**config.mk**
```make
export PLATFORM = sky130hd
export DESIGN_NAME = znmi_retn
export DESIGN_NICKNAME = d
export VERILOG_FILES = /design/src/rtl/znmi_retn.sv
export SDC_FILE = /design/constraint.sdc
export NUM_CORES = 1
export LEC_CHECK = 0
export ABC_AREA = 1
export CAP_MARGIN = 40
export CORE_MARGIN = 2
export CORE_UTILIZATION = 41
export DETAILED_ROUTE_END_ITERATION = 8
export GPL_ROUTABILITY_DRIVEN = 0
export HOLD_SLACK_MARGIN = 0.05
export PLACE_DENSITY_LB_ADDON = 0.25
export SLEW_MARGIN = 5
export SYNTH_ARGS = -nofsm -noshare
export SYNTH_HDL_FRONTEND = slang
export SYNTH_SLANG_ARGS = --single-unit
```
**constraint.sdc**
```tcl
create_clock -name fclk -period 1.1 [get_ports fclk]
set_input_delay 0.22 -clock fclk [delete_from_list [all_inputs] [get_ports fclk]]
set_output_delay 0.22 -clock fclk [all_outputs]
set_load 0.005 [all_outputs]
```
**src/rtl/znmi_retn.sv**
```systemverilog
// znmi_retn: watches Z80 opcode fetches for the ED-prefixed RETN family while
// in NMI mode and, once RETN has popped its return address, emits a single
// fclk clr_nmi pulse so the NMI RAM page can be unmapped.
module znmi_retn #(
    parameter int unsigned POP_CYCLES = 2   // stack pops before the clear, 1..3
) (
    input  logic       fclk,
    input  logic       rst,
    input  logic       zpos,
    input  logic       zneg,
    input  logic       m1_n,
    input  logic       mreq_n,
    input  logic       rd_n,
    input  logic       rfsh_n,
    input  logic [7:0] d,
    input  logic       in_nmi,
    input  logic       retn_en,
    output logic       clr_nmi,
    output logic       armed,
    output logic [1:0] state_dbg
);

    localparam int unsigned CNT_W = 2;
    localparam int unsigned OP_W  = 8;

    typedef enum logic [1:0] {
        IDLE   = 2'b00,
        GOT_ED = 2'b01,
        ARMED  = 2'b10
    } state_t;

    logic [OP_W-1:0]  opcode;
    logic             fetch_act;
    logic             op_strobe;
    logic             mreq_q;
    logic             mem_done;
    state_t           state;
    state_t           state_nx;
    logic [CNT_W-1:0] pop_cnt;
    logic [CNT_W-1:0] pop_nx;
    logic [CNT_W-1:0] pop_inc;
    logic             clr_nx;
    logic             is_ed;
    logic             is_retn;

    assign is_ed     = (opcode == 8'hED);
    // 45,55,5D,65,6D,75,7D all behave as RETN; 4D is RETI and must not clear NMI
    assign is_retn   = ((opcode & 8'hC7) == 8'h45) && (opcode != 8'h4D);
    assign pop_inc   = pop_cnt + CNT_W'(1);
    assign state_dbg = state;

    // Latch the opcode on an M1 memory read; strobe once M1 is released
    always_ff @(posedge fclk) begin
        if (rst) begin
            opcode    <= '0;
            fetch_act <= 1'b0;
            op_strobe <= 1'b0;
        end else begin
            op_strobe <= 1'b0;
            if (zpos) begin
                if (!m1_n && !mreq_n && !rd_n) begin
                    opcode    <= d;
                    fetch_act <= 1'b1;
                end else if (m1_n && fetch_act) begin
                    fetch_act <= 1'b0;
                    op_strobe <= 1'b1;
                end
            end
        end
    end

    // A rising MREQ seen at zneg outside M1/refresh marks one finished memory cycle
    always_ff @(posedge fclk) begin
        if (rst) begin
            mreq_q   <= 1'b0;
            mem_done <= 1'b0;
        end else begin
            mem_done <= 1'b0;
            if (zneg) begin
                mreq_q <= mreq_n;
                if (mreq_n && !mreq_q && m1_n && rfsh_n) begin
                    mem_done <= 1'b1;
                end
            end
        end
    end

    // FSM state, pop counter and registered outputs
    always_ff @(posedge fclk) begin
        if (rst) begin
            state   <= IDLE;
            pop_cnt <= '0;
            clr_nmi <= 1'b0;
            armed   <= 1'b0;
        end else begin
            state   <= state_nx;
            pop_cnt <= pop_nx;
            clr_nmi <= clr_nx;
            armed   <= (state_nx == ARMED);
        end
    end

    // Next-state decode; a fetch while armed is decoded as a fresh opcode
    always_comb begin
        state_nx = state;
        pop_nx   = pop_cnt;
        clr_nx   = 1'b0;
        case (state)
            IDLE: begin
                if (op_strobe && is_ed) begin
                    state_nx = GOT_ED;
                end
            end
            GOT_ED: begin
                if (op_strobe) begin
                    if (is_retn && in_nmi && retn_en) begin
                        state_nx = ARMED;
                        pop_nx   = '0;
                    end else begin
                        state_nx = IDLE;
                    end
                end
            end
            ARMED: begin
                if (op_strobe) begin
                    state_nx = is_ed ? GOT_ED : IDLE;
                end else if (!in_nmi || !retn_en) begin
                    state_nx = IDLE;
                end else if (mem_done) begin
                    if (pop_inc == CNT_W'(POP_CYCLES)) begin
                        clr_nx   = 1'b1;
                        state_nx = IDLE;
                    end else begin
                        pop_nx = pop_inc;
                    end
                end
            end
            default: begin
                state_nx = IDLE;
            end
        endcase
    end

endmodule
```
==> results.json <==
{
  "status": "finished, violations left",
  "failed_checks": "setup timing",
  "slowest_stage": "dfxtp_2",
  "cts.sinks": 18,
  "ys_seq_area_share_pct": 45.1,
  "drc": 0,
  "insertion_delay_ps": 290,
  "min_path_cells": 1,
  "clkTransAtPathRegs_ps": 100,
  "cellLeakagePower_nw": 0.487,
  "cap_violations": 0,
  "drive_gt1_share_pct": 19.6,
  "grt_pass1_wl_um": 2770,
  "dr.pass1.iters": 4,
  "yosys-top-cells-area": "dfxtp_1, nor2_1, nand2_1, inv_1, a21oi_1",
  "crit_required_ps": 1300,
  "grt_start_max_net_pins": 12,
  "worst-path-buf-inv": 2,
  "cts_inserted_buffers": 3,
  "syn_area_um2": 798,
  "ys_warn_count": 0,
  "hold_path_end": "mem_done$_SDFF_PP0_",
  "die_area_mm2": 0.00232,
  "antenna_found_initial": 0,
  "synth_top_family_by_area": "simple AND/OR/NAND/NOR gates",
  "port_buffers": 21,
  "cp-start-kind": "flop",
  "root_buffer": "clkbuf_4",
  "synth-compound-area-share_pct": 12.9,
  "muxShareOfSynthArea_pct": 0,
  "synth-adder-area-share_pct": 1.57,
  "rows": 15,
  "synth-seq-cells": 18,
  "power_density_mw_per_mm2": 975,
  "initial_core_util_pct": 44.8,
  "finalWirelength_um": 1620,
  "fp.dieW_um": 48.1,
  "maxSlewHeadroom_pct": 86.0,
  "worst-slew-pin-transition_ps": 208,
  "syn_avg_cell_area_um2": 6.94,
  "critPathKind": "reg2reg",
  "fin_area_mm2": 0.00116,
  "r2r-end": "pop_cnt[0]$_SDFFE_PP0P_",
  "drt_iter0_drc": 19,
  "setup_viol": 4,
  "hold_viol": 0,
  "ant_nets": 0,
  "ys_types": 17,
  "gr-total-overflow": 0,
  "place_area_mm2": 0.00109,
  "ios": 22,
  "dr_total_vias": 797,
  "nNetsFinal": 169,
  "rsz0062_at_grt": "yes",
  "global_route.usage.total_pct": 17.3,
  "core_region_area_mm2": 0.00178,
  "ir_worst_vdd_uv": 581,
  "critical_path.max_stage_delay_ps": 350,
  "hp-start": "mreq_q$_SDFFE_PP0P_",
  "clock_path_buffers": 2,
  "crit_path_cell_trace": "inv_2, ha_4, nand3b_1, nand2_1, nand2_2, inv_2, nand3_2, nand2_1, nor2_1",
  "skew_ps": 6.54,
  "dp.cells": 168,
  "reg2reg_slack_ps": -40,
  "fp.dieH_um": 48.1,
  "fmax_ghz": 0.876,
  "synth_top_area_cell": "dfxtp_1",
  "vias_per_cell": 4.61,
  "tritoncts": "built",
  "crit_arrival_ps": 1340,
  "slew_viol_final": 0,
  "layout.cells.non_filler": 173,
  "synth_nets": 134,
  "routedWlPerCell_um": 9.34,
  "r2r_cells": 9,
  "min_path_type": "reg2reg",
  "rr_startpoint": "pop_cnt[1]$_SDFFE_PP0P_",
  "synthesis.instances": 115,
  "syn_to_final_growth_pct": 45.0,
  "path_delay_family": "simple AND/OR/NAND/NOR gates",
  "htree_levels": 1,
  "synthSimpleGateAreaFrac_pct": 29.0,
  "hold_buffers": 0,
  "crit_path_max_fanout": 4,
  "min_period_ps": 1140,
  "fin_ws_ps": -41.8,
  "cp-end-kind": "flop",
  "antenna_cells": 0,
  "period_share_pct": 104,
  "grt_pass1_vias": 713,
  "hpwl_um": 1260,
  "synth_xor_xnor_area_share_pct": 0,
  "yosysTopAreaCellShare_pct": 45.1
}
## cells by family after synthesis
| family | count (synthesis) |
|---|---|
| flops | 18 |
| fa+ha+maj | 1 |
| compound gates | 20 |
| buf+inv | 22 |
| simple gates | 54 |
## synthesized netlist by cell type
cell / number
nor2_4: 1
nand3_1: 8
o21a_1: 1
nand3b_1: 1
inv_1: 18
nor2_1: 21
nor4_1: 1
dfxtp_1: 18
buf_6: 1
a21oi_1: 10
ha_1: 1
inv_2: 2
nand2_2: 1
buf_2: 1
nand2_1: 19
nor3_1: 2
o21ai_0: 9
## flip-flops by register name, summed over array words and instances, names as in the netlist
signal and flops:
opcode 8, fetch_act 1, mem_done 1, pop_cnt 2, clr_nmi 1, mreq_q 1, armed 1, state_dbg 2
op_strobe 1
## metal layers
metal | global-route usage [%] | up-vias | share of wire (%)
li1 | - | 429 | -
met2 | 28.5 | 22 | 44
met3 | 3.33 | 5 | 6.2
met1 | 21.2 | 341 | 47
met4 | 9.19 | 0 | 2.0
met5 | 0 | - | 0
## cell type report
cell class / count / area, µm²
clock buffer: 3 / 22.5
timing repair buffer: 32 / 292
fill: 164 / 626
sequential: 18 / 365
multi-input combinational: 75 / 372
tap: 25 / 31.3
inverter: 20 / 75.1
## how the worst max path moves through the flow
stage                                    endpoint  cells after the start                    start  slack, ps
after global placement     opcode[2]$_SDFFE_PP0P_                      6                   mreq_n       -260
after detailed placement   opcode[3]$_SDFFE_PP0P_                      6                   mreq_n       -280
final                     pop_cnt[0]$_SDFFE_PP0P_                      9  pop_cnt[1]$_SDFFE_PP0P_        -40
after CTS                 pop_cnt[1]$_SDFFE_PP0P_                      9  pop_cnt[1]$_SDFFE_PP0P_        -30
after global routing      pop_cnt[0]$_SDFFE_PP0P_                      9  pop_cnt[1]$_SDFFE_PP0P_       -130
after floorplan           pop_cnt[0]$_SDFFE_PP0P_                      9  pop_cnt[1]$_SDFFE_PP0P_         20
## metrics by stage
step	hold WS (ps)	utilization (%)	power [W]	TNS [ps]	setup WS (ps)
floorplan	289	-	0.000731	0	20.1
global placement	411	61.3	0.000813	-3000	-261
detailed placement	415	61.3	0.000814	-3240	-283
CTS	430	64.5	0.00113	-62.6	-27.1
global route	443	64.9	0.00118	-472	-128
finish	429	64.9	0.00113	-125	-41.8
## where the power goes
part | internal [W] | switching (W) | total [W]
sequential | 0.000665 | 0.00000663 | 0.000672
combinational | 0.0000811 | 0.0000482 | 0.000129
clock | 0.000127 | 0.000200 | 0.000327
## layout by cell type (no fill, tap or decap)
cell type | netlist | layout
a21oi_1 | 10 | 10
buf_4 | 0 | 11
clkbuf_4 | 0 | 3
clkdlybuf4s15_1 | 0 | 3
clkdlybuf4s50_1 | 0 | 17
dfxtp_1 | 18 | 14
dfxtp_2 | 0 | 4
dlygate4sd2_1 | 0 | 1
ha_4 | 0 | 1
inv_1 | 18 | 15
inv_2 | 2 | 5
nand2_1 | 19 | 18
nand2_2 | 1 | 2
nand3_1 | 8 | 6
nand3_2 | 0 | 2
nand3b_1 | 1 | 1
nor2_1 | 21 | 21
nor2_4 | 1 | 1
nor3_1 | 2 | 2
nor4_1 | 1 | 1
o21a_1 | 1 | 1
o21ai_0 | 9 | 3
o21ai_1 | 0 | 6
## what timing repair did
action                     4_1_cts  5_1_grt
resized for setup               12       12
pin swaps                        5        2
setup endpoints to repair        6       13
setup buffers                    2        0
No activity file was read; power rests on OpenSTA's default activity.
